--- config.mk ---
export PLATFORM = sky130hd
export DESIGN_NAME = alu_exec_unit_flat
export DESIGN_NICKNAME = d
export VERILOG_FILES = /design/src/rtl/alu_exec_unit_if.sv /design/src/rtl/alu_exec_unit.sv /design/src/flat_wrapper.sv
export SDC_FILE = /design/constraint.sdc
export NUM_CORES = 1
export LEC_CHECK = 0
export CAP_MARGIN = 20
export CORE_MARGIN = 2
export CORE_UTILIZATION = 55
export CTS_BUF_LIST = sky130_fd_sc_hd__clkbuf_16
export DETAILED_ROUTE_END_ITERATION = 16
export GPL_ROUTABILITY_DRIVEN = 0
export PLACE_DENSITY = 0.8
export REMOVE_ABC_BUFFERS = 1
export SLEW_MARGIN = 20
export SYNTH_ARGS = -nofsm -noshare
export SYNTH_HDL_FRONTEND = slang
export SYNTH_SLANG_ARGS = --single-unit
--- constraint.sdc ---
create_clock -name clk -period 3.3 [get_ports clk]
set_input_delay 0.495 -clock clk [delete_from_list [all_inputs] [get_ports clk]]
set_output_delay 0.495 -clock clk [all_outputs]
set_load 0.005 [all_outputs]
--- src/rtl/alu_exec_unit_if.sv ---
// Operation/result handshake bundle between operand fetch, the ALU execute unit and writeback.
// Handshakes: a transfer happens on a rising edge where valid & ready are both high; valid never depends on ready.
interface alu_exec_unit_if #(
  parameter int WIDTH = 32
);
  logic             InValid;
  logic             InReady;
  logic [3:0]       Control;
  logic [WIDTH-1:0] OpA;
  logic [WIDTH-1:0] OpB;
  logic             OutValid;
  logic             OutReady;
  logic [WIDTH-1:0] Result;
  logic             Zero;
  logic             Overflow;
  logic             Illegal;

  modport slave (
    input  InValid, Control, OpA, OpB, OutReady,
    output InReady, OutValid, Result, Zero, Overflow, Illegal
  );

  modport master (
    output InValid, Control, OpA, OpB, OutReady,
    input  InReady, OutValid, Result, Zero, Overflow, Illegal
  );
endinterface

--- src/rtl/alu_exec_unit.sv ---
// ALU execute stage: computes the op at push time and queues result/flags in a 2-entry FIFO.
// Upstream only stalls when both entries are held by downstream backpressure.
module alu_exec_unit #(
  parameter int WIDTH = 32,
  parameter int CNT_W = 16
) (
  input  logic             clk,
  input  logic             rst_n,
  alu_exec_unit_if.slave   bus,
  output logic             ErrSticky,
  output logic [CNT_W-1:0] OpCount
);
  localparam logic [3:0] OP_AND = 4'b0000;
  localparam logic [3:0] OP_OR  = 4'b0001;
  localparam logic [3:0] OP_ADD = 4'b0010;
  localparam logic [3:0] OP_SUB = 4'b0110;
  localparam logic [3:0] OP_SLT = 4'b0111;
  localparam logic [3:0] OP_NOR = 4'b1100;

  logic [1:0]       count_q, count_d;
  logic             wr_ptr_q, rd_ptr_q;
  logic [WIDTH-1:0] res_q [2];
  logic             ovf_q [2];
  logic             ill_q [2];
  logic             err_q;
  logic [CNT_W-1:0] ops_q;

  logic             push, pop;
  logic [WIDTH-1:0] sum, diff, alu_res, head_res;
  logic             alu_ovf, alu_ill;

  assign bus.InReady  = (count_q != 2'd2);
  assign bus.OutValid = (count_q != 2'd0);
  assign push         = bus.InValid & bus.InReady;
  assign pop          = bus.OutValid & bus.OutReady;

  always_comb begin
    sum     = bus.OpA + bus.OpB;
    diff    = bus.OpA - bus.OpB;
    alu_res = '0;
    alu_ovf = 1'b0;
    alu_ill = 1'b0;
    case (bus.Control)
      OP_AND: alu_res = bus.OpA & bus.OpB;
      OP_OR:  alu_res = bus.OpA | bus.OpB;
      OP_NOR: alu_res = ~(bus.OpA | bus.OpB);
      OP_ADD: begin
        alu_res = sum;
        alu_ovf = (bus.OpA[WIDTH-1] == bus.OpB[WIDTH-1]) && (sum[WIDTH-1] != bus.OpA[WIDTH-1]);
      end
      OP_SUB: begin
        alu_res = diff;
        alu_ovf = (bus.OpA[WIDTH-1] != bus.OpB[WIDTH-1]) && (diff[WIDTH-1] != bus.OpA[WIDTH-1]);
      end
      OP_SLT: alu_res = {{(WIDTH-1){1'b0}}, ($signed(bus.OpA) < $signed(bus.OpB))};
      default: alu_ill = 1'b1;
    endcase
  end

  always_comb begin
    count_d = count_q;
    case ({push, pop})
      2'b10:   count_d = count_q + 2'd1;
      2'b01:   count_d = count_q - 2'd1;
      default: count_d = count_q;
    endcase
  end

  always_ff @(posedge clk or negedge rst_n) begin
    if (!rst_n) begin
      count_q  <= 2'd0;
      wr_ptr_q <= 1'b0;
      rd_ptr_q <= 1'b0;
      err_q    <= 1'b0;
      ops_q    <= '0;
      for (int i = 0; i < 2; i++) begin
        res_q[i] <= '0;
        ovf_q[i] <= 1'b0;
        ill_q[i] <= 1'b0;
      end
    end else begin
      count_q <= count_d;
      if (push) begin
        res_q[wr_ptr_q] <= alu_res;
        ovf_q[wr_ptr_q] <= alu_ovf;
        ill_q[wr_ptr_q] <= alu_ill;
        wr_ptr_q        <= ~wr_ptr_q;
        if (alu_ill) err_q <= 1'b1;
      end
      if (pop) begin
        rd_ptr_q <= ~rd_ptr_q;
        ops_q    <= ops_q + {{(CNT_W-1){1'b0}}, 1'b1};
      end
    end
  end

  // Head fields are forced to zero while empty so stale entries never leak out.
  assign head_res     = bus.OutValid ? res_q[rd_ptr_q] : '0;
  assign bus.Result   = head_res;
  assign bus.Zero     = bus.OutValid && (head_res == '0);
  assign bus.Overflow = bus.OutValid && ovf_q[rd_ptr_q];
  assign bus.Illegal  = bus.OutValid && ill_q[rd_ptr_q];
  assign ErrSticky    = err_q;
  assign OpCount      = ops_q;
endmodule

--- src/flat_wrapper.sv ---
// flat-port wrapper written by rule: the top's interface ports become plain ports
module alu_exec_unit_flat 
#(
  parameter int WIDTH = 32,
  parameter int CNT_W = 16
)
  (clk, rst_n, ErrSticky, OpCount, bus_InValid, bus_Control, bus_OpA, bus_OpB, bus_OutReady, bus_InReady, bus_OutValid, bus_Result, bus_Zero, bus_Overflow, bus_Illegal);
  alu_exec_unit_if #(.WIDTH(WIDTH)) bus_i ();
  input  logic clk;
  input  logic rst_n;
  output logic ErrSticky;
  output logic [CNT_W-1:0] OpCount;
  input wire logic [$bits(bus_i.InValid)-1:0] bus_InValid;
  input wire logic [$bits(bus_i.Control)-1:0] bus_Control;
  input wire logic [$bits(bus_i.OpA)-1:0] bus_OpA;
  input wire logic [$bits(bus_i.OpB)-1:0] bus_OpB;
  input wire logic [$bits(bus_i.OutReady)-1:0] bus_OutReady;
  output wire logic [$bits(bus_i.InReady)-1:0] bus_InReady;
  output wire logic [$bits(bus_i.OutValid)-1:0] bus_OutValid;
  output wire logic [$bits(bus_i.Result)-1:0] bus_Result;
  output wire logic [$bits(bus_i.Zero)-1:0] bus_Zero;
  output wire logic [$bits(bus_i.Overflow)-1:0] bus_Overflow;
  output wire logic [$bits(bus_i.Illegal)-1:0] bus_Illegal;
  assign bus_i.InValid = bus_InValid;
  assign bus_i.Control = bus_Control;
  assign bus_i.OpA = bus_OpA;
  assign bus_i.OpB = bus_OpB;
  assign bus_i.OutReady = bus_OutReady;
  assign bus_InReady = bus_i.InReady;
  assign bus_OutValid = bus_i.OutValid;
  assign bus_Result = bus_i.Result;
  assign bus_Zero = bus_i.Zero;
  assign bus_Overflow = bus_i.Overflow;
  assign bus_Illegal = bus_i.Illegal;
  alu_exec_unit #(.WIDTH(WIDTH), .CNT_W(CNT_W)) u_core (.clk(clk), .rst_n(rst_n), .bus(bus_i), .ErrSticky(ErrSticky), .OpCount(OpCount));
endmodule
After elaboration in Yosys (flattened, before gate mapping)
Index checks and enable logic that the tools add are counted.
W data, S select, Z words.
{"block": "op_classes", "div_mod_pow": 0, "n_shift": 0, "n_reduce_logical": 12, "n_eq_ne": 12, "addsub": 5, "n_lt_le_gt_ge": 4, "n_bitwise": 10, "mul": 0, "n_mux": 21}
{"operator": "$pmux W32 S6", "n": 1}
{"operator": "$mux W32", "n": 5}
{"operator": "$bwmux W64", "n": 1}
{"operator": "$add A32 B32 Y32", "n": 1}
{"operator": "$and A32 B32 Y32", "n": 1}
{"operator": "$demux W32 S1", "n": 1}
{"operator": "$logic_not A32 Y1", "n": 1}
{"operator": "$lt A32 B32 Y1", "n": 1}
{"operator": "$not A32 Y32", "n": 1}
{"operator": "$or A32 B32 Y32", "n": 1}
{"operator": "$sub A32 B32 Y32", "n": 1}
{"operator": "$add A16 B1 Y16 const B", "n": 1}
{"operator": "$eq A4 B3 Y1 const B", "n": 2}
{"operator": "$mux W1", "n": 8}
{"operator": "$logic_and A1 B1 Y1", "n": 6}
{"operator": "$reduce_or A6 Y1", "n": 1}
{"operator": "$bwmux W2", "n": 2}
{"operator": "$eq A4 B1 Y1 const B", "n": 1}
{"operator": "$eq A4 B2 Y1 const B", "n": 1}
{"operator": "$eq A4 B4 Y1 const B", "n": 1}
{"operator": "$ge A2 B2 Y1 const B", "n": 2}
{"operator": "$logic_not A4 Y1", "n": 1}
{"operator": "$not A1 Y2", "n": 2}
{"operator": "$pmux W2 S2", "n": 1}
{"operator": "other kinds (14)", "n": 20}
{"block": "totals", "latchBits": 0, "register_bits": 89, "romBits": 0, "word_cells": 75, "output_inout_bits": 54, "memories": 0, "inputBits": 72, "ramBits": 0}

Depth between registers and ports, before layout
{"block": "depth", "ltp_word": 7, "depth_mapped": 14, "mapped_depth_nobuf": 14}

Worst setup path after synthesis
No wires, ideal clock.
{"block": "synth_path", "path_kind": "input-to-reg", "from": "input port bus_OpB[13]", "to": "register u_core.res_q[22] (netlist bit)", "slack_ns": 0.180, "t_required_ns": 3.168, "setup_ns": 0.132, "arrival_time_ns": 2.988, "path_buffers": 0, "stages": 12, "path_cell_list": "inv_1 ha_1 or4_4 nand2b_4 a311oi_2 nor3_2 o31a_1 o21bai_1 a211oi_1 or3_1 a31oi_1 o21ai_1"}
{"block": "synth_between", "elab_chain_len": 3, "word_cells_on_any_way": 4}
{"element": "start, declared", "line_no": "flat_wrapper.sv:16", "rtl": "input wire logic [$bits(bus_i.OpB)-1:0] bus_OpB;"}
{"element": "$sub A32 B32 Y32 / $add A32 B32 Y32 (equally long branches)", "line_no": "alu_exec_unit.sv:39, alu_exec_unit.sv:38"}
{"element": "$pmux W32 S6 (*)", "line_no": "alu_exec_unit.sv:43", "rtl": "case (bus.Control)"}
{"element": "$bwmux W64 (*)", "line_no": "alu_exec_unit.sv:84", "rtl": "res_q[wr_ptr_q] <= alu_res;"}
{"element": "end signal, assigned by index", "line_no": "alu_exec_unit.sv:84"}
{"element": "end, declared", "line_no": "alu_exec_unit.sv:22", "rtl": "logic [WIDTH-1:0] res_q [2];"}
Mark *: on every way between the ends. The rest lies on a longest branch, timed or not.
A chain may end at the register's enable or synchronous reset.

Final worst setup path
{"block": "layout_path", "from": "input port bus_OpB[7]", "to": "register u_core.res_q[61] (netlist bit)"}
Same word-level chain as after synthesis.

==> metrics.txt <==
run status=finished, final reports clean; Commonest cells post-synth=124 x nor2_1, 114 x nand2_1, 99 x ha_1, 99 x inv_1, 89 x dfrtp_1; Antenna Nets Post-Route=0; Cell Rows=46; post-CTS clock slew at the launch and capture registers of the worst setup and hold paths=0.06 ns; worst r2r src=u_core.count_q[0]; half-perimeter wire length after detailed placement=22300 um; Netlist cell types=83; Filler Cells Inserted=1043; count of endpoints failing setup in the final report=0; signed area change from the synthesized netlist to the final layout=41.0%; area share of the largest cell type after synthesis=0.247; total placed cells including tap cells=1633; ys flop type=dfrtp_1; most common cell in the synthesized netlist=nor2_1; post-layout instance count excluding filler cells=1652; Setup Skew=0.00884 ns; number of max-cap violations=0; ratio of total power to cell area=495 mW/mm2; total standard cell area after synthesis=0.00901 mm2; number of hold-repair buffers added at the cts stage=0; clock root cell=clkbuf_16; Synthesis Warnings=0; clk sinks=89; depth of the CTS H-tree=3; Post-synth EDFFs=0; vias per std cell=6.02; Worst-Skew Late Latency=0.35 ns; time the final worst path needs with I/O delays and setup=3.25 ns; Critical Setup Path Class=in -> reg; crit share post-route=0.984; register area share after synthesis=0.247; RSZ-0062 raised after global routing=yes; Fin Hold WS=0.142 ns; actual transition at the worst max-transition pin=0.809 ns; Non-Filler Cell Area, Final=0.0127 mm2; fraction of layout instances using a drive strength above 1=0.252; Die X=132 um; Worst EP arrival=3.52 ns; number of cells traversed by the worst register-to-register path=9; clock tree from TritonCTS=done; Highest Clock Rate=308 MHz; worst hold path type=in -> async; DRC errors left=0; overflow left after global routing=0; Worst path max stage delay=0.48 ns; Max Transition Viols Final=0; leakage power of the design=6.12 nW; Final Net Count=1604; number of buffers added on ports=125; average routed wire per standard cell=18.0 um; ant diodes=0; cell with the largest stage delay on the worst path=clkdlybuf4s50_1; total negative setup slack=0 ns; vias in the first global route=9556; worst ir drop on vdd=0.428 mV; FF+latch count, synth=89; headroom to the max-slew limit=0.456; type of element capturing the critical path=flip-flop; reg2reg setup slack=0.98 ns; Critical Path Most Common Cell=buf_4; Initial Utilization=0.565; total number of vias=9940; asr flop ratio synth=1.00; height of the die=132 um; die outline area=0.0174 mm2; most area-consuming cells after synthesis=dfrtp_1 25%, ha_1 14%, nor2_1 5.2%, mux2i_1 4.8%, nand2_1 4.7%; count of final hold-check violations=0; timing startpoint of the critical path=bus_OpB[7]; Critical Path Source Type=input pin; Crit Path Max Fanout=4; cell taking the most area after synthesis=dfrtp_1; number of buffers inserted during clock tree synthesis=9; gate count of the mapped netlist=1133; Reg2Reg Capture Point=u_core.OpCount[13]; core outline area=0.0159 mm2; largest net degree at the start of global routing=48; total track usage=0.322; Cell Chain, Critical Path=clkdlybuf4s50_1, inv_1, ha_4, inv_1, buf_4, buf_4, a32oi_2, nand2_1, nand4_1, o211a_1, buf_4, o21ba_2, a221oi_1, o311ai_1, o31ai_2, a21oi_1; Data required, critical path=3.57 ns; I/O pin count=126; antenna violations before repair=0; First DRT Iteration DRCs=1096; syn avg cell area=7.95 um2; First-pass DRT Iterations=8; post-route setup slack=0.0524 ns; first-pass GRT wire length=46300 um; Placement Setup Slack=-0.521 ns; capture point of the worst path=u_core.res_q[61]; total length of routed wires=29700 um; Clock Tree Buf Depth=2; instance area at placement=0.0119 mm2
## sequential cells by signal (all words and copies together), names as in the netlist
| signal | count |
|---|---|
| u_core.ill_q | 2 |
| u_core.OpCount | 16 |
| u_core.rd_ptr_q | 1 |
| u_core.ErrSticky | 1 |
| u_core.count_q | 2 |
| u_core.res_q | 64 |
| u_core.wr_ptr_q | 1 |
| u_core.ovf_q | 2 |
## layout make-up
class / count / area, um2 / area share
clock inverter: 7 / 38.8 / 0.00305
timing repair buffer: 347 / 3000 / 0.236
tap: 216 / 270 / 0.0213
inverter: 101 / 379 / 0.0298
sequential: 89 / 2230 / 0.176
clock buffer: 9 / 225 / 0.0177
multi-input combinational: 883 / 6560 / 0.516
## routing by layer
layer  track usage  wire length (um)  up-vias
li1              -                 -     4596
met1         0.408             11800     4660
met2         0.538             14100      565
met3        0.0596              2580      119
met4         0.135              1290        0
met5             0                 0        -
## cell families (layout without fill, tap and decap cells)
kind of cell,after synthesis,count (layout),share of synthesized area
buf+inv,161,464,0.0792
fa+ha+maj,101,101,0.142
xor+xnor,48,48,0.0467
mux,68,68,0.0790
flops,89,89,0.247
simple gates,367,367,0.189
compound gates,299,299,0.217
## worst min-delay path by stage
stage | start | end | depth (start not counted) | slack, ns
after floorplan | rst_n | u_core.ErrSticky | 0 | 0.20
after global placement | u_core.res_q[38] | u_core.res_q[38] | 2 | 0.46
after detailed placement | u_core.res_q[10] | u_core.res_q[10] | 2 | 0.46
after CTS | rst_n | u_core.res_q[1] | 1 | 0.16
after global routing | rst_n | u_core.res_q[33] | 1 | 0.20
final | rst_n | u_core.res_q[1] | 1 | 0.14
## what timing repair did
item | in CTS | in global routing
buffers inserted | 2 | 2
pin swaps | 12 | 25
setup endpoints to repair | 31 | 49
gates resized for setup | 20 | 114
## through the flow
| stage | total power [W] | util |
|---|---|---|
| 6_report | 0.00628 | 0.797 |
| 5_1_grt | 0.00664 | 0.797 |
| 4_1_cts | 0.00613 | 0.768 |
| 3_5_place_dp | 0.00516 | 0.746 |
| 3_3_place_gp | 0.00502 | 0.746 |
| 2_1_floorplan | 0.00354 | - |
## critical path, delay by kind of cell
kind,cells,cell delay [ns]
buf+inv,6,1.08
fa+ha+maj,1,0.31
compound gates,7,1.41
simple gates,2,0.23
## cells in the final DEF (no fill, tap or decap), types with 14 or more instances in the layout
cell,instances
nand3_1,23
ha_1,83
inv_2,19
o21bai_1,15
dlymetal6s2s_1,21
mux2i_1,43
nand2_1,114
clkdlybuf4s50_1,101
a21oi_1,73
a221oi_1,26
nor2_1,120
mux2_2,23
nor3_1,15
xnor2_1,39
ha_4,14
o21ai_0,65
dfrtp_1,88
inv_1,81
buf_4,219
## power breakdown
part,leakage [nW],internal [W],switching (W)
combinational,4.83,0.00175,0.00172
clock,0.125,0.000500,0.000417
sequential,1.17,0.00154,0.000360
total,6.12,0.00379,0.00249
Note: power is estimated with default switching activity, not from simulation.
